<file path="src/rtl/fetch_queue.sv">
// fetch_queue: instruction prefetch queue.
// Issues sequential fetches to a one-cycle-latency instruction memory and
// buffers the returned words with their PCs in a small FIFO for decode.
// Issue is gated by credit: count plus any response in flight.
module fetch_queue #(
  parameter int DEPTH = 4,
  parameter int WIDTH = 16
) (
  input  logic                     clk,
  input  logic                     reset,
  input  logic                     halt,
  input  logic                     redirect,
  input  logic [WIDTH-1:0]         redirect_pc,
  output logic                     imem_req,
  output logic [WIDTH-1:0]         imem_addr,
  input  logic [WIDTH-1:0]         imem_data,
  output logic [WIDTH-1:0]         ir,
  output logic [WIDTH-1:0]         ir_pc,
  output logic                     ir_valid,
  input  logic                     ir_ready,
  output logic [$clog2(DEPTH):0]   count
);

  localparam int PW = $clog2(DEPTH);
  localparam int CW = PW + 1;

  logic [WIDTH-1:0] fetch_pc_q, fetch_pc_d;
  logic             pend_q, pend_d;
  logic [WIDTH-1:0] pend_pc_q, pend_pc_d;
  logic [PW-1:0]    wr_ptr_q, wr_ptr_d;
  logic [PW-1:0]    rd_ptr_q, rd_ptr_d;
  logic [CW-1:0]    count_q, count_d;

  logic [WIDTH-1:0] ir_mem_q [DEPTH];
  logic [WIDTH-1:0] pc_mem_q [DEPTH];

  logic [CW:0]      used;
  logic             push;
  logic             pop;
  logic             head_valid;

  // Credit check and output decode; outputs are forced to zero while reset is low.
  always_comb begin
    used       = {1'b0, count_q} + {{CW{1'b0}}, pend_q};
    imem_req   = reset && !halt && !redirect && (used < (CW+1)'(DEPTH));
    head_valid = (count_q != '0);
    ir_valid   = reset && head_valid;
    ir         = ir_valid ? ir_mem_q[rd_ptr_q] : '0;
    ir_pc      = ir_valid ? pc_mem_q[rd_ptr_q] : '0;
    imem_addr  = reset ? fetch_pc_q : '0;
    count      = reset ? count_q : '0;
    push       = pend_q && !redirect;
    pop        = ir_valid && ir_ready;
  end

  // Next-state: redirect clears the FIFO and drops the response arriving this cycle.
  always_comb begin
    fetch_pc_d = fetch_pc_q;
    pend_d     = imem_req;
    pend_pc_d  = fetch_pc_q;
    wr_ptr_d   = wr_ptr_q;
    rd_ptr_d   = rd_ptr_q;
    count_d    = count_q;
    if (redirect) begin
      fetch_pc_d = redirect_pc;
      pend_d     = 1'b0;
      wr_ptr_d   = '0;
      rd_ptr_d   = '0;
      count_d    = '0;
    end else begin
      if (imem_req) fetch_pc_d = fetch_pc_q + WIDTH'(1);
      if (push)     wr_ptr_d   = wr_ptr_q + PW'(1);
      if (pop)      rd_ptr_d   = rd_ptr_q + PW'(1);
      case ({push, pop})
        2'b10:   count_d = count_q + CW'(1);
        2'b01:   count_d = count_q - CW'(1);
        default: count_d = count_q;
      endcase
    end
  end

  // Control state registers with synchronous active-low reset.
  always_ff @(posedge clk) begin
    if (!reset) begin
      fetch_pc_q <= '0;
      pend_q     <= 1'b0;
      pend_pc_q  <= '0;
      wr_ptr_q   <= '0;
      rd_ptr_q   <= '0;
      count_q    <= '0;
    end else begin
      fetch_pc_q <= fetch_pc_d;
      pend_q     <= pend_d;
      pend_pc_q  <= pend_pc_d;
      wr_ptr_q   <= wr_ptr_d;
      rd_ptr_q   <= rd_ptr_d;
      count_q    <= count_d;
    end
  end

  // FIFO storage: capture the memory response with the PC that requested it.
  always_ff @(posedge clk) begin
    if (reset && push) begin
      ir_mem_q[wr_ptr_q] <= imem_data;
      pc_mem_q[wr_ptr_q] <= pend_pc_q;
    end
  end

endmodule
</file>
<file path="config.mk">
export PLATFORM = sky130hd
export DESIGN_NAME = fetch_queue
export DESIGN_NICKNAME = d
export VERILOG_FILES = /design/src/rtl/fetch_queue.sv
export SDC_FILE = /design/constraint.sdc
export NUM_CORES = 1
export LEC_CHECK = 0
export ABC_AREA = 1
export ABC_CLOCK_PERIOD_IN_PS = 4700
export CORE_AREA = 2 2 162 164
export DETAILED_ROUTE_END_ITERATION = 10
export DIE_AREA = 0 0 164 166
export GPL_TIMING_DRIVEN = 0
export HOLD_SLACK_MARGIN = 0.12
export PLACE_DENSITY_LB_ADDON = 0.25
export SETUP_SLACK_MARGIN = 0.4
export SLEW_MARGIN = 10
export SYNTH_ARGS = -nofsm -noshare
export SYNTH_HDL_FRONTEND = slang
export SYNTH_SLANG_ARGS = --single-unit
</file>
<file path="constraint.sdc">
create_clock -name clk -period 4.7 [get_ports clk]
set_input_delay 0.705 -clock clk [delete_from_list [all_inputs] [get_ports clk]]
set_output_delay 0.705 -clock clk [all_outputs]
set_load 0.03 [all_outputs]
</file>
Yosys cells after proc, flatten, opt, wreduce, memory -nomap -nowiden
Memories as Yosys holds them, arrays and structs flattened. A register that Yosys moved wholly into a read port is not among the register bits.
Index checks and enable logic that the tools add are counted.
- $lt $le $gt $ge: 1
- bitwise logic cells: 1
- eq/ne operators: 2
- multiplexer cells: 13
- $add $sub $neg: 6
- reduce and logical (&&, ||, !) cells: 13
- operators by type and width (cell ; number):
    $mux W16 ; 5
    $add A16 B1 Y16 const B ; 1
    $mux W2 ; 4
    $logic_and A1 B1 Y1 ; 7
    $pmux W3 S2 ; 1
    $add A2 B1 Y2 const B ; 2
    $add A3 B1 Y4 ; 1
    $lt A4 B3 Y1 const B ; 1
    $reduce_bool A2 Y1 ; 2
    $add A3 B1 Y3 const B ; 1
    $mux W3 ; 1
    $reduce_bool A3 Y1 ; 1
    $sub A3 B1 Y3 const B ; 1
    $eq A2 B1 Y1 const B ; 1
    $eq A2 B2 Y1 const B ; 1
    $logic_not A1 Y1 ; 2
    $mux W1 ; 2
    $reduce_or A2 Y1 ; 1
    $not A1 Y1 ; 1
- memories: 2
- logic and storage cells: 44
- input port bits: 37
- bits in writable memories: 128
- output and inout port bits: 53
- register bits after elaboration: 40
- memories (name ; words ; bits a word ; read ports ; clocked after Yosys merged registers in ; wr ports ; line ; source):
    ir_mem_q ; 4 ; 16 ; 1 ; 1 ; 1 ; 34 ; logic [WIDTH-1:0] ir_mem_q [DEPTH];
    pc_mem_q ; 4 ; 16 ; 1 ; 1 ; 1 ; 35 ; logic [WIDTH-1:0] pc_mem_q [DEPTH];

Longest topological paths before layout
- depth in word-level cells: 6
- mapped depth: 11

Least setup slack after synthesis
OpenSTA, ideal clock, no wires.
- path type: input -> register
- start point: in redirect
- end point: mem ir_mem_q[0][0], enable pin
- data arrival time: 2.540 ns
- cell stages on the path: 4
- path slack: 1.739 ns
- data required time: 4.279 ns
- setup time: 0.421 ns
- path through: buf_2 -> nor2_4 -> nand2_1 -> nor2_1
- longest elaborated chain between the ends: 5
- ends and longest elaborated chain (what ; line ; source):
    from (decl) ; 12 ; input logic redirect,
    $logic_not A1 Y1 ; 52 ; push = pend_q && !redirect;
    $logic_and A1 B1 Y1 ; 52 ;
    $logic_and A1 B1 Y1 ; 103 ; if (reset && push) begin
    $mux W1 ; 103 ;
    $mux W1 (implied by the code) ; 104 ; ir_mem_q[wr_ptr_q] <= imem_data;
    to (decl) ; 34 ;
No other way between the ends.

Worst setup path after layout
- start point: in reset
- end point: out ir_pc[6]
- longest elaborated chain between the ends: 2
- ends and longest elaborated chain (what ; line ; source):
    from (decl) ; 10 ; input logic reset,
    $logic_and A1 B1 Y1 ; 47 ; ir_valid = reset && head_valid;
    $mux W16 ; 49 ; ir_pc = ir_valid ? pc_mem_q[rd_ptr_q] : '0;
    to (decl) ; 18 ; output logic [WIDTH-1:0] ir_pc,
No other way between the ends.

==> metrics.md <==
| Metric | Value |
|---|---|
| Global router's overall resource usage | `13.21%` |
| Max-cap violation count | `0` |
| Buffers on Ports | `88` |
| Die area | `27220 µm²` |
| Fill cells | `2551` |
| Syn Nets | `731` |
| Period utilisation layout | `82.31%` |
| Crit path DAT | `3160 ps` |
| Largest net degree at the start of global routing | `24` |
| Worst hold-check path type | `register to register` |
| Detailed-route via count | `4926` |
| Outcome | `finished, final reports clean` |
| Clk_skew | `13.46 ps` |
| Max Slew Vio Count | `0` |
| Main synth FF type | `edfxtp_1` |
| Flop pwr share | `48.7%` |
| Setup TNS | `0 ps` |
| Post-synth EDFFs | `128` |
| Yosys reg bits | `170` |
| CP peak stage delay | `720 ps` |
| Antenna Cells | `0` |
| Highest clock rate | `0.2585 GHz` |
| Initial DRC Count | `369` |
| Post-DP Area | `8428 µm²` |
| Leading cell type in the layout, fill and taps excluded | `nor2_1` |
| Final core utilization | `35.52%` |
| Number of placed I/O pins | `90` |
| Power Internal | `2.693 mW` |
| CP most frequent cell | `clkdlybuf4s50_1` |
| Share of layout cells above drive strength 1 | `7.028%` |
| Total power | `3.379 mW` |
| Most frequent cells in the layout | `nor2_1 (153), edfxtp_1 (128), clkdlybuf4s50_1 (88)` |
| Worst-Skew Late Latency | `430 ps` |
| Core box area | `25620 µm²` |
| Yosys Warn Count | `0` |
| # setup viols final | `0` |
| Initial antenna violation count | `0` |
| Worst Setup End Kind | `primary output` |
| NetSw | `685.9 µW` |
| Root Buffer | `clkbuf_16` |
| Cts hold-fix bufs | `0` |
| Vias per cell | `4.298` |
| Final worst slack | `831.2 ps` |
| Placed Instances | `1114` |
| First-pass GRT wire length | `27120 µm` |
| Sequential area share after synthesis | `66.96%` |
| Die W | `164 µm` |
| Worst path required time | `3990 ps` |
| CTS Buf Count | `17` |
| Max-slew headroom | `57.27%` |
| Initial Util | `27.31%` |
| Post-CTS setup repair buffer count | `0` |
| CTS resizes | `0` |
| Final hold vios | `0` |
| Dpl hpwl | `11670 µm` |
| Max FO, Critical Path | `10` |
| Net Sw Frac | `20.30%` |
| CP Class | `input port to primary output` |
| Async set-or-reset flop fraction in the synthesized netlist | `0%` |
| Clock power frac | `47.0%` |
| Pre-CTS setup slack | `750.0 ps` |
| Synth Cell Area | `6995 µm²` |
| Nets | `842` |
| Leak pwr | `3.326 nW` |
| Routed Antenna Nets | `0` |
| Tightest Pin Transition | `639.4 ps` |
| Final RePlAce weighted congestion | `0.8021` |
| Clock sinks | `170` |
| Fin crit period | `3869 ps` |
| Clock-pin slew on the worst setup and hold paths | `60 ps` |
| Slowest stage cell, crit path | `clkdlybuf4s50_1` |
| Cell Pwr Density | `371.4 nW/µm²` |
| Combinational share of power | `4.3%` |
| Maximum buffer depth of the clock tree | `2` |
| Unrepaired setup endpoints after global routing | `false` |
| Startpoint Class | `input port` |
| Post-Route WL | `17220 µm` |
| Mapped Cells | `687` |
| CTS tree | `done` |
| Critical path cell sequence | `clkdlybuf4s50_1 > nand2_1 > nand3_1 > inv_1 > clkbuf_1 > a21oi_1 > clkdlybuf4s50_1` |
| H-tree levels | `4` |
| WHS | `476.7 ps` |
| Worst-case vdd ir drop | `0.0002179 V` |
| First-pass DRT Iterations | `5` |
| Cell area after layout | `9099 µm²` |
| Final Non-Filler Cells | `1146` |
| Core Rows | `59` |
| Mean post-synth cell area | `10.18 µm²` |
| DRC Markers | `0` |
| Vias in the first global route | `4875` |
| Area grow syn2layout | `30.07%` |
| Avg WL per Cell | `15.03 µm` |
| Netlist cell types | `30` |
| Die Y | `166 µm` |
| Gr ovfl total | `0` |
==> worst max-delay path, delay by kind of cell <==
family | cells | cell delay (ps)
simple gates | 2 | 280
buf+inv | 4 | 1830
compound gates | 1 | 330
==> synthesized netlist by cell type, types with 3 or more instances <==
library cell / instances / area (µm²)
buf_2: 9 / 45.04
ha_1: 6 / 75.07
o21ai_0: 76 / 380.4
nand3_1: 27 / 135.1
o21bai_1: 3 / 22.52
nand4_1: 3 / 18.77
nand2_1: 77 / 289.0
inv_1: 67 / 251.5
dfxtp_1: 42 / 840.8
clkbuf_1: 17 / 63.81
edfxtp_1: 128 / 3844
nor2_1: 157 / 589.3
a21oi_1: 50 / 250.2
==> flip-flops by register name, indices dropped and copies added (netlist names), named ones only <==
name        flops
pend_pc_q      16
ir_mem_q       64
wr_ptr_q        2
rd_ptr_q        2
count_q         3
pc_mem_q       64
fetch_pc_q     16
pend_q          1
==> logic make-up after synthesis <==
family	Yosys count	synth area share, %
flops	170	66.96
fa+ha+maj	7	1.359
xor+xnor	4	0.5009
compound gates	134	9.802
buf+inv	101	5.795
simple gates	271	15.58
==> power by group through the flow <==
stage	registers [mW]	logic (mW)	clock network [mW]
4_1_cts	1.65	0.148	1.62
3_5_place_dp	1.68	0.147	0
2_1_floorplan	1.67	0.0734	0
3_3_place_gp	1.68	0.145	0
6_report	1.65	0.146	1.59
5_1_grt	1.65	0.162	1.68
==> layer usage <==
metal  vias to the layer above  share of wire [%]  global-route usage, %
met2                       125                 45                  20.24
li1                       2519                  -                      -
met5                         -                  0                      0
met4                         0                1.3                  4.233
met1                      2267                 48                  18.23
met3                        15                5.4                  3.447
==> worst paths after layout <==
| kind | slack, ps | cells past startpoint | to | startpoint |
|---|---|---|---|---|
| max | 830 | 7 | ir_pc[6] | reset |
| min | 480 | 0 | pc_mem_q[2][15] | pend_pc_q[15] |
| max reg2reg | 2680 | 11 | count_q[2] | count_q[1] |
| min reg2reg | 480 | 0 | pc_mem_q[2][15] | pend_pc_q[15] |
==> final cells by class <==
class                   count  area (µm²)  share of cell area (%)
clock buffers              18       429.2                   4.717
well taps                 335       419.2                   4.607
inverters                  71       266.5                   2.929
flip-flops and latches    170        4684                   51.49
clock inverters            14       241.5                   2.654
plain buffers              30       138.9                   1.526
repair buffers             92       983.4                   10.81
multi-input cells         416        1936                   21.27
Power figures use the tool's default switching activity.
